File: src/rtl/scan_code_decoder_pkg.sv
// Shared definitions for the PS/2 scan-code decoder: prefix and controller-response
// byte values, decoder state encoding and the 10-bit {ext,rel,code} event word.
package scan_code_decoder_pkg;

    localparam logic [7:0] PFX_EXT      = 8'hE0;
    localparam logic [7:0] PFX_BRK      = 8'hF0;

    localparam logic [7:0] RSP_BAT_OK   = 8'hAA;
    localparam logic [7:0] RSP_ACK      = 8'hFA;
    localparam logic [7:0] RSP_RESEND   = 8'hFE;
    localparam logic [7:0] RSP_ECHO     = 8'hEE;
    localparam logic [7:0] PFX_PAUSE    = 8'hE1;
    localparam logic [7:0] RSP_ERR_LO   = 8'h00;
    localparam logic [7:0] RSP_ERR_HI   = 8'hFF;

    localparam int EV_W = 10;

    typedef enum logic [1:0] {
        ST_IDLE    = 2'd0,
        ST_EXT     = 2'd1,
        ST_BRK     = 2'd2,
        ST_EXT_BRK = 2'd3
    } dec_state_t;

    typedef struct packed {
        logic       ext;
        logic       rel;
        logic [7:0] code;
    } scan_event_t;

    // Bytes that never start or complete a key event when no prefix is pending.
    function automatic logic is_ctrl_byte(input logic [7:0] b);
        return (b == RSP_BAT_OK) || (b == RSP_ACK)    || (b == RSP_RESEND) ||
               (b == RSP_ECHO)   || (b == PFX_PAUSE)  || (b == RSP_ERR_LO) ||
               (b == RSP_ERR_HI);
    endfunction

endpackage

File: src/rtl/scan_event_fifo.sv
// First-word-fall-through event FIFO; head is forced to zero while empty so the
// outputs come out of reset as all-zero without resetting the storage array.
module scan_event_fifo #(
    parameter int FIFO_DEPTH = 8,
    parameter int WIDTH      = 10
) (
    input  logic             clk,
    input  logic             rst,
    input  logic             wr_en,
    input  logic [WIDTH-1:0] wr_data,
    input  logic             rd_en,
    output logic [WIDTH-1:0] rd_data,
    output logic             empty,
    output logic             full,
    output logic             wr_drop
);

    localparam int AW = $clog2(FIFO_DEPTH);
    localparam int CW = AW + 1;

    logic [WIDTH-1:0] mem_q [FIFO_DEPTH];
    logic [AW-1:0]    rd_ptr_q, rd_ptr_d;
    logic [AW-1:0]    wr_ptr_q, wr_ptr_d;
    logic [CW-1:0]    count_q, count_d;
    logic             do_rd, do_wr;

    assign empty   = (count_q == '0);
    assign full    = (count_q == CW'(FIFO_DEPTH));
    assign rd_data = empty ? '0 : mem_q[rd_ptr_q];

    // A write into a full FIFO is accepted only when the head leaves on the same edge.
    always_comb begin
        do_rd    = rd_en && !empty;
        do_wr    = wr_en && (!full || do_rd);
        wr_drop  = wr_en && full && !do_rd;
        rd_ptr_d = do_rd ? rd_ptr_q + AW'(1) : rd_ptr_q;
        wr_ptr_d = do_wr ? wr_ptr_q + AW'(1) : wr_ptr_q;
        count_d  = count_q;
        if (do_wr && !do_rd) begin
            count_d = count_q + CW'(1);
        end else if (do_rd && !do_wr) begin
            count_d = count_q - CW'(1);
        end
    end

    always_ff @(posedge clk or posedge rst) begin
        if (rst) begin
            rd_ptr_q <= '0;
            wr_ptr_q <= '0;
            count_q  <= '0;
        end else begin
            rd_ptr_q <= rd_ptr_d;
            wr_ptr_q <= wr_ptr_d;
            count_q  <= count_d;
        end
    end

    always_ff @(posedge clk) begin
        if (do_wr) begin
            mem_q[wr_ptr_q] <= wr_data;
        end
    end

endmodule

File: src/rtl/scan_code_decoder.sv
// PS/2 set-2 scan-code decoder: folds E0/F0 prefixes into key events and queues them.
// Define SCAN_TYPEMATIC_FILTER_EN to suppress auto-repeat makes of the held key.
module scan_code_decoder
    import scan_code_decoder_pkg::*;
#(
    parameter int FIFO_DEPTH = 8,
    parameter int TIMEOUT    = 50000
) (
    input  logic       CLK,
    input  logic       RST,
    input  logic       NEW_CODE,
    input  logic [7:0] RAW_CODE,
    input  logic       RD_EN,
    input  logic       CLR_OVF,
    output logic [7:0] EV_CODE,
    output logic       EV_EXT,
    output logic       EV_REL,
    output logic       EMPTY,
    output logic       FULL,
    output logic       OVERFLOW
);

    localparam int            TW       = $clog2(TIMEOUT + 1);
    localparam logic [TW-1:0] TMO_LAST = TW'(TIMEOUT - 1);

    dec_state_t    state_q, state_d;
    logic [TW-1:0] tmo_q, tmo_d;
    logic          ev_vld_q, ev_vld_d;
    scan_event_t   ev_word_q, ev_word_d;
    logic          ovf_q, ovf_d;
    logic          emit;
    logic          emit_ok;
    scan_event_t   ev_new;
    logic [EV_W-1:0] fifo_dout;
    scan_event_t   head;
    logic          fifo_drop;

`ifdef SCAN_TYPEMATIC_FILTER_EN
    logic          held_vld_q, held_vld_d;
    logic [8:0]    held_q, held_d;
`endif

    always_comb begin
        state_d = state_q;
        tmo_d   = tmo_q;
        emit    = 1'b0;
        ev_new  = '0;
        if (NEW_CODE) begin
            tmo_d = '0;
            unique case (state_q)
                ST_IDLE: begin
                    if (RAW_CODE == PFX_EXT) begin
                        state_d = ST_EXT;
                    end else if (RAW_CODE == PFX_BRK) begin
                        state_d = ST_BRK;
                    end else if (!is_ctrl_byte(RAW_CODE)) begin
                        emit   = 1'b1;
                        ev_new = '{ext: 1'b0, rel: 1'b0, code: RAW_CODE};
                    end
                end
                ST_EXT: begin
                    if (RAW_CODE == PFX_BRK) begin
                        state_d = ST_EXT_BRK;
                    end else if (RAW_CODE != PFX_EXT) begin
                        state_d = ST_IDLE;
                        emit    = 1'b1;
                        ev_new  = '{ext: 1'b1, rel: 1'b0, code: RAW_CODE};
                    end
                end
                ST_BRK, ST_EXT_BRK: begin
                    // A second prefix after F0 means the stream is garbled; resynchronise.
                    state_d = ST_IDLE;
                    if (RAW_CODE != PFX_BRK && RAW_CODE != PFX_EXT) begin
                        emit   = 1'b1;
                        ev_new = '{ext: (state_q == ST_EXT_BRK), rel: 1'b1, code: RAW_CODE};
                    end
                end
            endcase
        end else if (state_q != ST_IDLE) begin
            if (tmo_q == TMO_LAST) begin
                state_d = ST_IDLE;
                tmo_d   = '0;
            end else begin
                tmo_d = tmo_q + TW'(1);
            end
        end
    end

`ifdef SCAN_TYPEMATIC_FILTER_EN
    always_comb begin
        emit_ok    = emit;
        held_vld_d = held_vld_q;
        held_d     = held_q;
        if (emit) begin
            if (!ev_new.rel) begin
                if (held_vld_q && held_q == {ev_new.ext, ev_new.code}) begin
                    emit_ok = 1'b0;
                end else begin
                    held_vld_d = 1'b1;
                    held_d     = {ev_new.ext, ev_new.code};
                end
            end else if (held_vld_q && held_q == {ev_new.ext, ev_new.code}) begin
                held_vld_d = 1'b0;
            end
        end
    end

    always_ff @(posedge CLK or posedge RST) begin
        if (RST) begin
            held_vld_q <= 1'b0;
            held_q     <= '0;
        end else begin
            held_vld_q <= held_vld_d;
            held_q     <= held_d;
        end
    end
`else
    assign emit_ok = emit;
`endif

    always_comb begin
        ev_vld_d  = emit_ok;
        ev_word_d = emit_ok ? ev_new : ev_word_q;
        ovf_d     = ovf_q;
        if (fifo_drop) begin
            ovf_d = 1'b1;
        end else if (CLR_OVF) begin
            ovf_d = 1'b0;
        end
    end

    always_ff @(posedge CLK or posedge RST) begin
        if (RST) begin
            state_q   <= ST_IDLE;
            tmo_q     <= '0;
            ev_vld_q  <= 1'b0;
            ev_word_q <= '0;
            ovf_q     <= 1'b0;
        end else begin
            state_q   <= state_d;
            tmo_q     <= tmo_d;
            ev_vld_q  <= ev_vld_d;
            ev_word_q <= ev_word_d;
            ovf_q     <= ovf_d;
        end
    end

    scan_event_fifo #(
        .FIFO_DEPTH (FIFO_DEPTH),
        .WIDTH      (EV_W)
    ) u_fifo (
        .clk     (CLK),
        .rst     (RST),
        .wr_en   (ev_vld_q),
        .wr_data (ev_word_q),
        .rd_en   (RD_EN),
        .rd_data (fifo_dout),
        .empty   (EMPTY),
        .full    (FULL),
        .wr_drop (fifo_drop)
    );

    assign head     = fifo_dout;
    assign EV_CODE  = head.code;
    assign EV_EXT   = head.ext;
    assign EV_REL   = head.rel;
    assign OVERFLOW = ovf_q;

endmodule

File: config.mk
export PLATFORM = sky130hd
export DESIGN_NAME = scan_code_decoder
export DESIGN_NICKNAME = d
export VERILOG_FILES = /design/src/rtl/scan_code_decoder_pkg.sv /design/src/rtl/scan_event_fifo.sv /design/src/rtl/scan_code_decoder.sv
export SDC_FILE = /design/constraint.sdc
export NUM_CORES = 1
export LEC_CHECK = 0
export ABC_AREA = 1
export CAP_MARGIN = 5
export CORE_MARGIN = 1
export CORE_UTILIZATION = 47
export CTS_CLUSTER_SIZE = 40
export DETAILED_ROUTE_END_ITERATION = 12
export SYNTH_ARGS = -nofsm -noshare
export SYNTH_HDL_FRONTEND = slang
export SYNTH_HIERARCHICAL = 1
export SYNTH_SLANG_ARGS = --single-unit
File: constraint.sdc
create_clock -name CLK -period 4.55 [get_ports CLK]
set_input_delay 0.91 -clock CLK [delete_from_list [all_inputs] [get_ports CLK]]
set_output_delay 0.91 -clock CLK [all_outputs]
set_load 0.1 [all_outputs]
==> results of run 1 <==
-- power groups by stage --
stage | Combinational (mW) | Clock [mW] | Sequential [mW]
after floorplan | 1.62 | 0 | 1.50
after global placement | 1.96 | 0 | 1.54
after detailed placement | 1.99 | 0 | 1.55
after CTS | 1.99 | 1.26 | 1.53
after global routing | 2.17 | 1.30 | 1.56
final | 1.97 | 1.23 | 1.53
-- per-layer routing --
| metal | vias up | track usage [%] | part of all wire [%] | wire length [µm] |
|---|---|---|---|---|
| met5 | - | 0 | 0 | 0 |
| met4 | 0 | 10.1 | 2.3 | 277 |
| met3 | 23 | 4.50 | 3.8 | 445 |
| met2 | 78 | 35.3 | 49 | 5780 |
| met1 | 1945 | 24.7 | 45 | 5320 |
| li1 | 2199 | - | - | - |
-- placed cells by master (no fill, tap or decap), types with 4 or more instances in the layout --
cell and n:
a21oi_1 7, buf_4 22, clkbuf_16 17, clkdlybuf4s50_1 15, clkinv_2 6, dfrtp_1 40, edfxtp_1 80, ha_1 6
inv_1 124, nand2_1 206, nand2_2 4, nand3_1 75, nand4_1 5, nor2_1 52, nor2_2 4, nor3_1 14
o21ai_0 10, xnor2_1 4
-- layout make-up --
cell class              instances  share of cell area [%]
repair buffers                 37                    4.60
inverters                     128                    7.05
clock buffers                  20                    6.37
multi-input cells             408                    27.7
flip-flops and latches        120                    49.7
clock inverters                12                    1.59
well taps                     168                    3.07
-- sequential cells by signal (all words and copies together) (netlist names), 2 cells and up --
name	cells
u_fifo/wr_ptr_q	3
u_fifo/count_q	4
u_fifo/mem_q	80
state_q	2
u_fifo/rd_ptr_q	3
ev_word_q	10
tmo_q	16
-- per-stage QoR --
| step | instances | total power, mW | utilization (%) | setup slack [ns] |
|---|---|---|---|---|
| after floorplan | 676 | 3.13 | - | 0.269 |
| after global placement | 861 | 3.51 | 51.9 | 1.48 |
| final | 893 | 4.74 | 56.3 | 1.15 |
| after CTS | 893 | 4.78 | 56.3 | 1.15 |
| after global routing | 893 | 5.03 | 56.3 | 1.03 |
| after detailed placement | 861 | 3.54 | 51.9 | 1.42 |
-- logic make-up (layout without fill, tap and decap cells) --
kind of cell / Yosys count / after routing / synth area share (%)
flip-flops: 120 / 120 / 57.3
buffers and inverters: 148 / 197 / 10.8
adder cells (fa/ha/maj): 7 / 7 / 1.60
XOR/XNOR: 7 / 7 / 1.03
AND/OR/NAND/NOR: 371 / 371 / 27.0
AO/OA/AOI/OAI: 23 / 23 / 2.32
-- worst max path at each step --
| stage | from | to | slack, ns |
|---|---|---|---|
| global route | u_fifo/count_q[0] | EMPTY | 1.03 |
| detailed placement | RD_EN | u_fifo/count_q[3] | 1.42 |
| floorplan | u_fifo/count_q[0] | FULL | 0.27 |
| global placement | RD_EN | u_fifo/count_q[3] | 1.48 |
| CTS | u_fifo/count_q[0] | EMPTY | 1.15 |
| finish | u_fifo/count_q[0] | EMPTY | 1.15 |
==> impl_results.md, run 1 <==
* Min-Delay Endpoint: tmo_q[8]
* Final WL at 11800 µm
* Die Area at between 10000 and 15000 µm²
* Share of post-route cells with drive strength above 1 at between 9 and 10%
* Yosys top cell area share at about two fifths
* Fillers at between 1k and 1.5k
* CP Depth at 5
* Mapped Area at a little under 6000 µm²
* Post-DRT Antenna Nets at 0
* WP data required at 3.64 ns
* Starting DRT DRC Count at a little over 200
* Primary FF master, synth: edfxtp_1
* Worst Path Max Fanout at 12
* Sw frac at 44.0%
* GPL Wtd Cong at roughly 0.81
* Initial antenna violation count at 0
* Final TNS setup at 0 ns
* Setup Viol. Count Final at 0
* Placed standard-cell area at approximately 6300 µm²
* Gr usage total at between 20% and 30%
* FF-to-FF path depth at 12
* PostCTS Resize Cnt at 0
* R2r setup slk at roughly 2.2 ns
* Avg Vias per Cell at 4.75
* HPWL after DPL at 7610 µm
* Core area at between 10000 and 15000 µm²
* Drt wl/cell at approximately 13 µm
* Crit path DAT at 2.49 ns
* # DRC at 0
* CP Capture Type: output port
* CP delay by family, top: buffers and inverters
* CP peak stage delay at 1.12 ns
* Die W at ~110 µm
* Min Clock Period, post-route at approximately 3.4 ns
* Crit-path cells: nor2_2 > nand3_1 > buf_4 > inv_1 > clkdlybuf4s50_1
* Post-CTS Setup Inserts at 0
* Synth top area cells: edfxtp_1, dfrtp_1, nand2_1
* HP Start: tmo_q[8]
* # IOs at 26
* Max Cap Viol at 0
* P_sw at roughly 2.1 mW
* # rows at 40
* R2R Path End: u_fifo/count_q[3]
* Starting Density at 48.8%
* CTS Buf Count at 17
* Synth Warn # at 6
* Sequential-to-total area share from yosys stat at between 50% and 60%
* Port Buffers at 25
* RSZ-0062 raised after global routing: false
* Final Hold Fails at 0
* Clock share of power at between 20% and 30%
* Worst R2R Start: u_fifo/count_q[0]
* Worst Path Buf+Inv at 3
* Sequential power share at roughly 32%
* Critical-path top delay cell: clkdlybuf4s50_1
* Final Instance Area at ~6900 µm²
* Max transition margin at between 30% and 40%
* Clock Latency Late Sink at around 0.41 ns
* Nets at 732
* Area grow syn2layout at 15.4%
* Pin count of the biggest net entering global routing at 43
* Syn_area_per_cell at about 8.8 µm²
* Status: completed
* Worst hold stages at 1
* CTS root buf: clkbuf_16
* Clock tree sinks at between 100 and 150
* Area leader, netlist: edfxtp_1
* Seq cells post-synth at 120
* Most common cell in the netlist: nand2_1
* Int Power at 2.65 mW
* # hold bufs at CTS at 0
* CTS tree: yes
* Combinational share of power at a little over two fifths
* Hold Slack at ~0.5 ns
* Max VDD drop at around 540 µV
* DR vias at between 4k and 5k
* CTS H-tree depth at 4
* Max Slew Vio Count at 0
* Power density over the cells at between 600 and 700 nW/µm²
* Global route total overflow at 0
* Async SR Flop Fraction at between 30% and 40%
* DRT Pass-1 Iters at 4
* LEAKAGE at approximately 3.2 nW
* Number of diodes at 0
* Hold crit path type: register to register
* Least-Margin Pin Slew at ~0.99 ns
* Syn Nets at approximately 700
* Clock slew at reported path FFs at roughly 0.050 ns
* Chip Height at 114 µm
* Fmax at between 0.2 and 0.3 GHz
* Clk_skew at 0.00728 ns
* Multi-input logic area at 1900 µm²
* First-pass GRT wire length at around 20000 µm
* Post-synth EDFFs at 80
* Final period util at 74.6%
* Synth top cells by count: nand2_1, inv_1, edfxtp_1, nand3_1, nor2_1
* Crit Path Category: register to output port
* Crit path launch type: register
* Cell variety after synth at 35
* Clk buf depth at 2
* Post-Synthesis Cells at between 600 and 700
* Vias in the first global route at about 4.2k
* FF+latch area at roughly 3400 µm²
(Power assumes the default switching activity.)
==> run 2: changes to the inputs <==
--- a/config.mk
+++ b/config.mk
@@ -11,6 +11,7 @@
 export CORE_UTILIZATION = 47
 export CTS_CLUSTER_SIZE = 40
 export DETAILED_ROUTE_END_ITERATION = 12
+export PLACE_DENSITY = 0.67
 export SYNTH_ARGS = -nofsm -noshare
 export SYNTH_HDL_FRONTEND = slang
 export SYNTH_HIERARCHICAL = 1
==> constraint.sdc (replaced) <==
create_clock -name CLK -period 2.8 [get_ports CLK]
set_input_delay 0.56 -clock CLK [delete_from_list [all_inputs] [get_ports CLK]]
set_output_delay 0.56 -clock CLK [all_outputs]
set_load 0.1 [all_outputs]
==> impl_results.md, run 2 (same netlist as run 1, synthesis figures left out) <==
* Status: completed
* HPWL after DPL at around 7800 µm
* Starting Density at about half
* Clock Latency Late Sink at 0.41 ns
* Fmax at between 0.3 and 0.4 GHz
* CTS Buf Count at 17
* Worst Path Buf+Inv at 3
* Avg Vias per Cell at around 4.8
* Setup ws final at around 0.16 ns
* P_sw at around 3.6 mW
* Met3 global-route usage at 5.13%
* Least-Margin Pin Slew at 0.839 ns
* Area grow syn2layout at 18.9%
* Vias in the first global route at 4248
* Combinational share of power at 44.6%
* Crit path DAT at approximately 2.1 ns
* Clock slew at reported path FFs at 0.06 ns
* Port Buffers at 25
* CP delay by family, top: buffers and inverters
* Max reg flops at 80
* # hold bufs at CTS at 0
* CP most frequent cell: nor2_1
* Post-DRT Antenna Nets at 0
* Drt wl/cell at 12.9 µm
* Max VDD drop at 518 µV
* Starting DRT DRC Count at 280
* Worst setup path endpoint: EV_EXT
* Nets at 735
* Max Cap Viol at 0
* Pin count of the biggest net entering global routing at 42
* Final period util at between 90% and 100%
* Max Slew Vio Count at 0
* Core Util, Final at slightly below 60%
* Final TNS setup at 0 ns
* CTS tree: yes
* Power density over the cells at roughly 1200 nW/µm²
* Max transition margin at between 40% and 50%
* Final Hold Fails at 0
* DRT Pass-1 Iters at 4
* Die W at between 100 and 150 µm
* CP peak stage delay at about 0.38 ns
* Min Clock Period, post-route at 2.64 ns
* Crit-path cells: inv_1 > buf_4 > nand3_1 > nand2_1 > nor2_1 > nor2_1 > buf_12
* Most common cell after layout, fill and taps aside: nand2_1
* Clk buf depth at 2
* GPL Wtd Cong at ~0.8
* WP data required at 2.24 ns
* Initial antenna violation count at 0
* Crit path launch type: register
* LEAKAGE at 3.30 nW
* Global route total overflow at 0
* Crit Path Category: register to output port
* Top reg by flops: u_fifo/mem_q
* Worst Path Max Fanout at 12
* Number of diodes at 0
* RSZ-0062 raised after global routing: false
* Final WL at roughly 12000 µm
* Final non-filler cell total at 896
* Setup Viol. Count Final at 0
* Clock tree sinks at 120
* Critical-path top delay cell: dfrtp_1
* Clock share of power at 25.4%
* FF-to-FF path depth at 12
* CP Depth at 7
* Biggest regs: u_fifo/mem_q: 80 flops, tmo_q: 16 flops, ev_word_q: 10 flops
* Core area at roughly 12000 µm²
* # rows at 40
* M2 GR Usage at approximately a third
* DR vias at 4316
* Sequential power share at 30.0%
* First-pass GRT wire length at between 15000 and 20000 µm
* Clk_skew at between 0.006 and 0.007 ns
* Int Power at 4.76 mW
* Hold crit path type: primary input to asynchronous set/reset pin
* CP Capture Type: output port
* Gr usage total at about a fifth
* Dpl ws at 0.155 ns
* Most frequent cells in the layout: nand2_1, inv_1, edfxtp_1
* Placed cells at about 860
* # IOs at 26
* R2R Path End: u_fifo/count_q[3]
* CTS root buf: clkbuf_16
* M1 GR Usage at 24.4%
* # DRC at 0
* R2r setup slk at around 0.64 ns
* Sw frac at between 40% and 50%
* Chip Height at ~110 µm
* Fillers at between 1k and 1.5k
* CTS H-tree depth at 4
* Worst R2R Start: u_fifo/count_q[0]
* Share of post-route cells with drive strength above 1 at 11.7%
* Critical Path Start: u_fifo/rd_ptr_q[1]
* Die Area at ~13000 µm²
* Gr busiest metal: met2
[run 2: changes by cell type in the layout (fill, tap and decap cells not counted), moves of 2 or more]
cell,change
clkinv_2,-4
clkinvlp_4,+5
buf_12,+11
clkdlybuf4s50_1,-3
clkinv_1,-3
clkinv_4,+2
buf_4,-5
clkbuf_1,-3
inv_6,+3
[run 2: per-layer routing]
layer / wire [µm] / vias to the layer above
met5: 0 / -
met4: 70 / 0
met3: 451 / 7
met2: 5900 / 80
met1: 5140 / 2021
li1: - / 2208
[run 2: what timing repair did]
action	in CTS	in global routing
buffers inserted	0	0
setup endpoints to repair	0	2
gates resized for setup	0	2
[run 2: through the flow]
stage               power [mW]  area [µm²]  hold slack (ns)
global route              8.76        7060            0.496
CTS                       8.37        7060            0.467
finish                    8.33        7060            0.468
floorplan                 5.08        5940            0.400
global placement          6.16        6470            0.508
detailed placement        6.24        6470            0.514
[run 2: worst reg2reg max path, cell delays in order, from the launching register on]
cell,delay [ns]
dfrtp_1,0.45
nor2_2,0.15
nand4_1,0.13
nand2_2,0.10
inv_1,0.07
ha_1,0.21
inv_1,0.13
ha_1,0.27
or2_2,0.32
nand2_1,0.08
nand2_1,0.05
nand3_1,0.06
nand2_1,0.05
[run 2: how the worst min path moves through the flow]
stage / slack [ns] / cells after the start / startpoint / end
after global routing: 0.50 / 2 / RST / u_fifo/rd_ptr_q[0]
after floorplan: 0.40 / 1 / RST / u_fifo/count_q[0]
after CTS: 0.47 / 2 / RST / u_fifo/wr_ptr_q[1]
final: 0.47 / 2 / RST / u_fifo/rd_ptr_q[0]
after global placement: 0.51 / 2 / OVERFLOW / OVERFLOW
after detailed placement: 0.51 / 1 / tmo_q[8] / tmo_q[8]
[run 2: power by group through the flow]
stage                     clock network (mW)  registers (mW)  logic (mW)
after CTS                               2.15            2.50        3.72
after global placement                     0            2.51        3.65
after global routing                    2.23            2.54        3.99
after floorplan                            0            2.44        2.64
after detailed placement                   0            2.53        3.71
final                                   2.12            2.50        3.71
[run 2: final cells by class]
type	count	area, µm²	area share, %
well taps	168	210	2.98
flip-flops and latches	120	3400	48.2
multi-input cells	408	1900	27.0
inverters	128	485	6.88
clock inverters	14	150	2.13
clock buffers	18	439	6.22
repair buffers	40	468	6.63
